<file path="config.mk">
export PLATFORM = sky130hd
export DESIGN_NAME = mem_stage_lsu
export DESIGN_NICKNAME = d
export VERILOG_FILES = /design/src/rtl/mem_stage_lsu.sv
export SDC_FILE = /design/constraint.sdc
export NUM_CORES = 1
export LEC_CHECK = 0
export ABC_AREA = 1
export CORE_MARGIN = 5
export CORE_UTILIZATION = 35
export CTS_CLUSTER_SIZE = 14
export DETAILED_ROUTE_END_ITERATION = 8
export HOLD_SLACK_MARGIN = 0.02
export SLEW_MARGIN = 5
export SYNTH_ARGS = -nofsm -noshare
export SYNTH_HDL_FRONTEND = slang
export SYNTH_SLANG_ARGS = --single-unit
</file>
<file path="constraint.sdc">
create_clock -name clk -period 5.2 [get_ports clk]
set_clock_uncertainty 0.15 [all_clocks]
set_input_delay 1.3 -clock clk [delete_from_list [all_inputs] [get_ports clk]]
set_output_delay 1.3 -clock clk [all_outputs]
set_load 0.02 [all_outputs]
</file>
<file path="src/rtl/mem_stage_lsu.sv">
// mem_stage_lsu: load/store unit for the MEM stage of the 5-stage RV32IM pipeline.
// For each access it runs one request/response transaction on the data-memory bus.
// It formats store byte enables and write data, and sign- or zero-extends load data.
// While an access is outstanding it stalls the pipeline.
// Ports:
//   clk, rst_n           clock, asynchronous active-low reset
//   mem_*_i              EX/MEM register: address, store data, funct3, read/write
//   dmem_*_o             registered data-memory request (req, we, addr, wdata, be)
//   dmem_ready_i/rdata_i response strobe and read word
//   lsu_stall_o          combinational freeze of IF..EX/MEM
//   lsu_load_data_o      registered, extended load result for MEM/WB
//   lsu_fault_o/cause_o  one-cycle fault pulse; cause held until the next fault
module mem_stage_lsu #(
  parameter int unsigned TIMEOUT_CYCLES = 255
) (
  input  logic        clk,
  input  logic        rst_n,
  input  logic [31:0] mem_alu_result_i,
  input  logic [31:0] mem_rs2_data_i,
  input  logic [2:0]  mem_funct3_i,
  input  logic        mem_mem_read_i,
  input  logic        mem_mem_write_i,
  output logic        dmem_req_o,
  output logic        dmem_we_o,
  output logic [31:0] dmem_addr_o,
  output logic [31:0] dmem_wdata_o,
  output logic [3:0]  dmem_be_o,
  input  logic        dmem_ready_i,
  input  logic [31:0] dmem_rdata_i,
  output logic        lsu_stall_o,
  output logic [31:0] lsu_load_data_o,
  output logic        lsu_fault_o,
  output logic [1:0]  lsu_fault_cause_o
);

  typedef enum logic [1:0] {S_IDLE, S_WAIT, S_DONE} state_t;

  // Last counter value before the timeout fires (wraps when the timeout is disabled; guarded below).
  localparam logic [31:0] TO_LAST = 32'(TIMEOUT_CYCLES - 1);

  state_t      state_q, state_d;
  logic [31:0] cnt_q;
  logic [1:0]  lo_q;      // byte offset of the outstanding access
  logic [2:0]  f3_q;      // funct3 of the outstanding access

  logic        is_acc, illegal, misal, go, bad, timeout_hit;
  logic [3:0]  be_d;
  logic [31:0] wdata_d, sh_rdata, load_fmt;

  // Access classification, evaluated only when IDLE
  always_comb begin
    is_acc  = mem_mem_read_i | mem_mem_write_i;
    if (mem_mem_write_i)
      illegal = !(mem_funct3_i inside {3'b000, 3'b001, 3'b010});
    else
      illegal = !(mem_funct3_i inside {3'b000, 3'b001, 3'b010, 3'b100, 3'b101});
    // The low two funct3 bits carry the size for all legal encodings.
    misal   = ((mem_funct3_i[1:0] == 2'b01) && mem_alu_result_i[0]) ||
              ((mem_funct3_i[1:0] == 2'b10) && (mem_alu_result_i[1:0] != 2'b00));
    go      = (state_q == S_IDLE) && is_acc && !illegal && !misal;
    bad     = (state_q == S_IDLE) && is_acc && (illegal || misal);
    timeout_hit = (TIMEOUT_CYCLES != 0) && (cnt_q == TO_LAST);
  end

  // State register
  always_ff @(posedge clk or negedge rst_n) begin
    if (!rst_n) state_q <= S_IDLE;
    else        state_q <= state_d;
  end

  // Next-state logic. A ready in the final WAIT cycle takes priority over the timeout.
  always_comb begin
    state_d = state_q;
    case (state_q)
      S_IDLE:  if (go) state_d = S_WAIT;
      S_WAIT:  if (dmem_ready_i || timeout_hit) state_d = S_DONE;
      S_DONE:  state_d = S_IDLE;
      default: state_d = S_IDLE;
    endcase
  end

  // Output and formatting logic
  always_comb begin
    lsu_stall_o = go || (state_q == S_WAIT);
    case (mem_funct3_i[1:0])
      2'b00:   begin be_d = 4'b0001 << mem_alu_result_i[1:0]; wdata_d = {4{mem_rs2_data_i[7:0]}};  end
      2'b01:   begin be_d = 4'b0011 << mem_alu_result_i[1:0]; wdata_d = {2{mem_rs2_data_i[15:0]}}; end
      default: begin be_d = 4'b1111;                          wdata_d = mem_rs2_data_i;             end
    endcase
    // Loads use the registered offset and funct3, so they do not depend on the frozen inputs.
    sh_rdata = dmem_rdata_i >> {lo_q, 3'b000};
    case (f3_q)
      3'b000:  load_fmt = {{24{sh_rdata[7]}},  sh_rdata[7:0]};
      3'b001:  load_fmt = {{16{sh_rdata[15]}}, sh_rdata[15:0]};
      3'b100:  load_fmt = {24'd0, sh_rdata[7:0]};
      3'b101:  load_fmt = {16'd0, sh_rdata[15:0]};
      default: load_fmt = sh_rdata;
    endcase
  end

  // Bus, result and fault registers
  always_ff @(posedge clk or negedge rst_n) begin
    if (!rst_n) begin
      dmem_req_o        <= 1'b0;
      dmem_we_o         <= 1'b0;
      dmem_addr_o       <= '0;
      dmem_wdata_o      <= '0;
      dmem_be_o         <= '0;
      lsu_load_data_o   <= '0;
      lsu_fault_o       <= 1'b0;
      lsu_fault_cause_o <= 2'b00;
      cnt_q             <= '0;
      lo_q              <= '0;
      f3_q              <= '0;
    end else begin
      lsu_fault_o <= 1'b0;
      case (state_q)
        S_IDLE: begin
          if (go) begin
            dmem_req_o   <= 1'b1;
            dmem_we_o    <= mem_mem_write_i;
            dmem_addr_o  <= {mem_alu_result_i[31:2], 2'b00};
            dmem_wdata_o <= wdata_d;
            dmem_be_o    <= be_d;
            lo_q         <= mem_alu_result_i[1:0];
            f3_q         <= mem_funct3_i;
            cnt_q        <= '0;
          end else if (bad) begin
            // An illegal funct3 has no defined size, so it reports before misalignment.
            lsu_fault_o       <= 1'b1;
            lsu_fault_cause_o <= illegal ? 2'b10 : 2'b01;
            lsu_load_data_o   <= '0;
          end
        end
        S_WAIT: begin
          if (dmem_ready_i) begin
            dmem_req_o <= 1'b0;
            if (!dmem_we_o) lsu_load_data_o <= load_fmt;
          end else if (timeout_hit) begin
            dmem_req_o        <= 1'b0;
            lsu_fault_o       <= 1'b1;
            lsu_fault_cause_o <= 2'b11;
            lsu_load_data_o   <= '0;
          end else begin
            cnt_q <= cnt_q + 32'd1;
          end
        end
        default: ;
      endcase
    end
  end

endmodule

</file>
==> reports/results.tsv <==
metric	value	unit
drc_errors	0	
start_kind	input port	
cts-root-buf	clkbuf_16	
hold_depth	2	
insertion_delay	0.42	ns
startpoint	mem_funct3_i[1]	
path_class	input port to output port	
wl_per_cell	15.36	µm
core	0.02189	mm²
ys_seq_elements	142	
tightest_slew	0.8717	ns
htreeDepth	4	
r2r_start	cnt_q[0]	
antenna_found_initial	0	
first_iter_violations	508	
rsz0062_at_grt	false	
fmax	219.8	MHz
p_per_area	524.0	mW/mm²
final_core_util	48.55	%
fin_crit_sh	87.50	%
dr.pass1.iters	5	
cts_hold_buf	0	
vias	7745	
worst_hold_path.endpoint	lsu_load_data_o[7]	
maxCapViolCount	0	
grt_pass1_wl	40.51	mm
synth_area_per_cell	6.831	µm²
area_growth	36.01	%
synth_cell_types	33	
synthArstFlopShare	100.0	%
min-delay-path-class	register to register	
synth.cell_area	0.007815	mm²
post_cts_resized	0	
hp-start	lsu_load_data_o[7]	
max_slew_margin	41.75	%
start_util	35.70	%
arrival	3.10	ns
rows	54	
gr-total-overflow	0	
yosys_warnings	0	
grt_start_max_net_pins	91	
worstRegToRegCells	11	
cts-buffers-inserted	17	
cts_setup_buffers	0	
via_per_inst	4.775	
maxSlewViolCount	0	
yosysSeqAreaShare	45.47	%
nNetsFinal	1435	
status	completed	
antenna_left	0	
grt_pass1_vias	7434	
setup_viol	0	
grt_usage	19.48	%
cts_tree	yes	
ios	210	
fin_setup_tns	0	ns
dp_hpwl	18.47	mm
die_h	159.4	µm
portBuffers	207	
cts.sinks	142	
peakVddDrop	0.0002683	V
period_minus_slack	4.550	ns
r2r_slack	2.09	ns
synth_edf_count	0	
place_congestion	0.8693	
fill_cells	2235	
drive_gt1_share	4.918	%
hold_viol	0	
wirelength	24.91	mm
end_kind	output port	
r2r_end	cnt_q[9]	
synth_cells	1144	
die_w	159.4	µm
die_area	0.02542	mm²
antennaDiodeCount	0	
cp_data_required_time	3.75	ns
path_clk_slew	0.06	ns
crit_fanout	11	
synth_ff_type	dfrtp_1	
clockBufferDepth	2	
leakage	5.008	nW
## sequential cells by signal (all words and copies together) (netlist names), 2 cells and up
signal,count
cnt_q,32
dmem_addr_o,30
dmem_be_o,4
dmem_wdata_o,32
f3_q,3
lo_q,2
lsu_fault_cause_o,2
lsu_load_data_o,32
state_q,2
## cells by family (layout without fill, tap and decap cells)
logic type	Yosys count	in the layout	synth area share (%)
AOI/OAI and AO/OA	119	119	7.941
buffers and inverters	109	306	6.372
adders and majority gates	2	2	0.3202
and+or+nand+nor	767	767	39.40
xor gates and xnor gates	4	4	0.4484
other	1	2	0.04798
DFF	142	142	45.47
## cell type report
type	instances	area [µm²]	share of cell area (%)
clock buffer	19	442.9	4.167
clock inverter	13	152.6	1.436
inverter	57	214.0	2.013
multi-input combinational	894	3767	35.44
sequential	142	3553	33.43
tap	280	350.3	3.296
timing repair buffer	217	2148	20.21
## worst max-delay path by stage
stage / end / cells after the start
2_1_floorplan: lsu_stall_o / 8
3_3_place_gp: lsu_stall_o / 7
3_5_place_dp: lsu_stall_o / 7
4_1_cts: lsu_stall_o / 7
5_1_grt: lsu_stall_o / 7
6_report: lsu_stall_o / 7
## worst max-delay path, cell delays in order
cell and delay (ns):
clkdlybuf4s50_1 0.45, inv_2 0.18, nand2_1 0.11, nand2_1 0.14, nand4_1 0.18, nand2_1 0.11
clkdlybuf4s50_1 0.63
## metal layers
metal	vias to the layer above	part of all wire (%)	global-route usage [%]
li1	3949	-	-
met1	3539	44	25.81
met2	232	46	30.64
met3	25	8.1	6.549
met4	0	1.7	5.235
met5	-	0	0
## cell usage after synthesis, types with 3 or more instances
cell type / number / share of area, %
buf_2: 14 / 0.90
nand2_1: 545 / 26
nand3_1: 72 / 4.6
nand4_1: 6 / 0.48
nor2_1: 123 / 5.9
a31oi_1: 3 / 0.24
buf_4: 9 / 0.86
a21oi_1: 55 / 3.5
buf_6: 5 / 0.72
nand3_2: 3 / 0.38
nor2_4: 4 / 0.58
dfrtp_1: 142 / 45
inv_2: 6 / 0.29
nor2_2: 3 / 0.24
nand2_2: 4 / 0.32
inv_1: 51 / 2.4
clkbuf_1: 22 / 1.1
o21ai_0: 56 / 3.6
## placed cells by master, fill, tap and decap left out, drive strengths merged, types with 6 or more instances in the layout
cell / count
inv: 63
o21ai: 56
a21oi: 56
nor2: 131
clkdlybuf4s50: 206
nand2: 549
nand3: 75
dfrtp: 142
clkbuf: 19
nand4: 6
buf: 11
## where the power goes
part | internal [mW] | switching, mW | leakage (nW) | total (mW)
clock network | 0.731 | 0.509 | 0.287 | 1.24
logic | 1.01 | 1.58 | 2.88 | 2.59
registers | 1.48 | 0.263 | 1.84 | 1.74
total | 3.22 | 2.35 | 5.01 | 5.57
## per-stage QoR
stage	instance area [µm²]	power, mW	setup WS [ns]	instances	hold slack [ns]
final	10630	5.569	0.6498	1622	0.3206
after global routing	10630	5.958	0.5383	1622	0.3430
after CTS	10630	5.643	0.6434	1622	0.3250
after detailed placement	10030	4.365	0.6533	1590	0.3109
after global placement	10030	4.366	0.7082	1590	0.3024
after floorplan	7819	3.247	1.438	1145	0.3030
No activity file was read; power rests on OpenSTA's default activity.
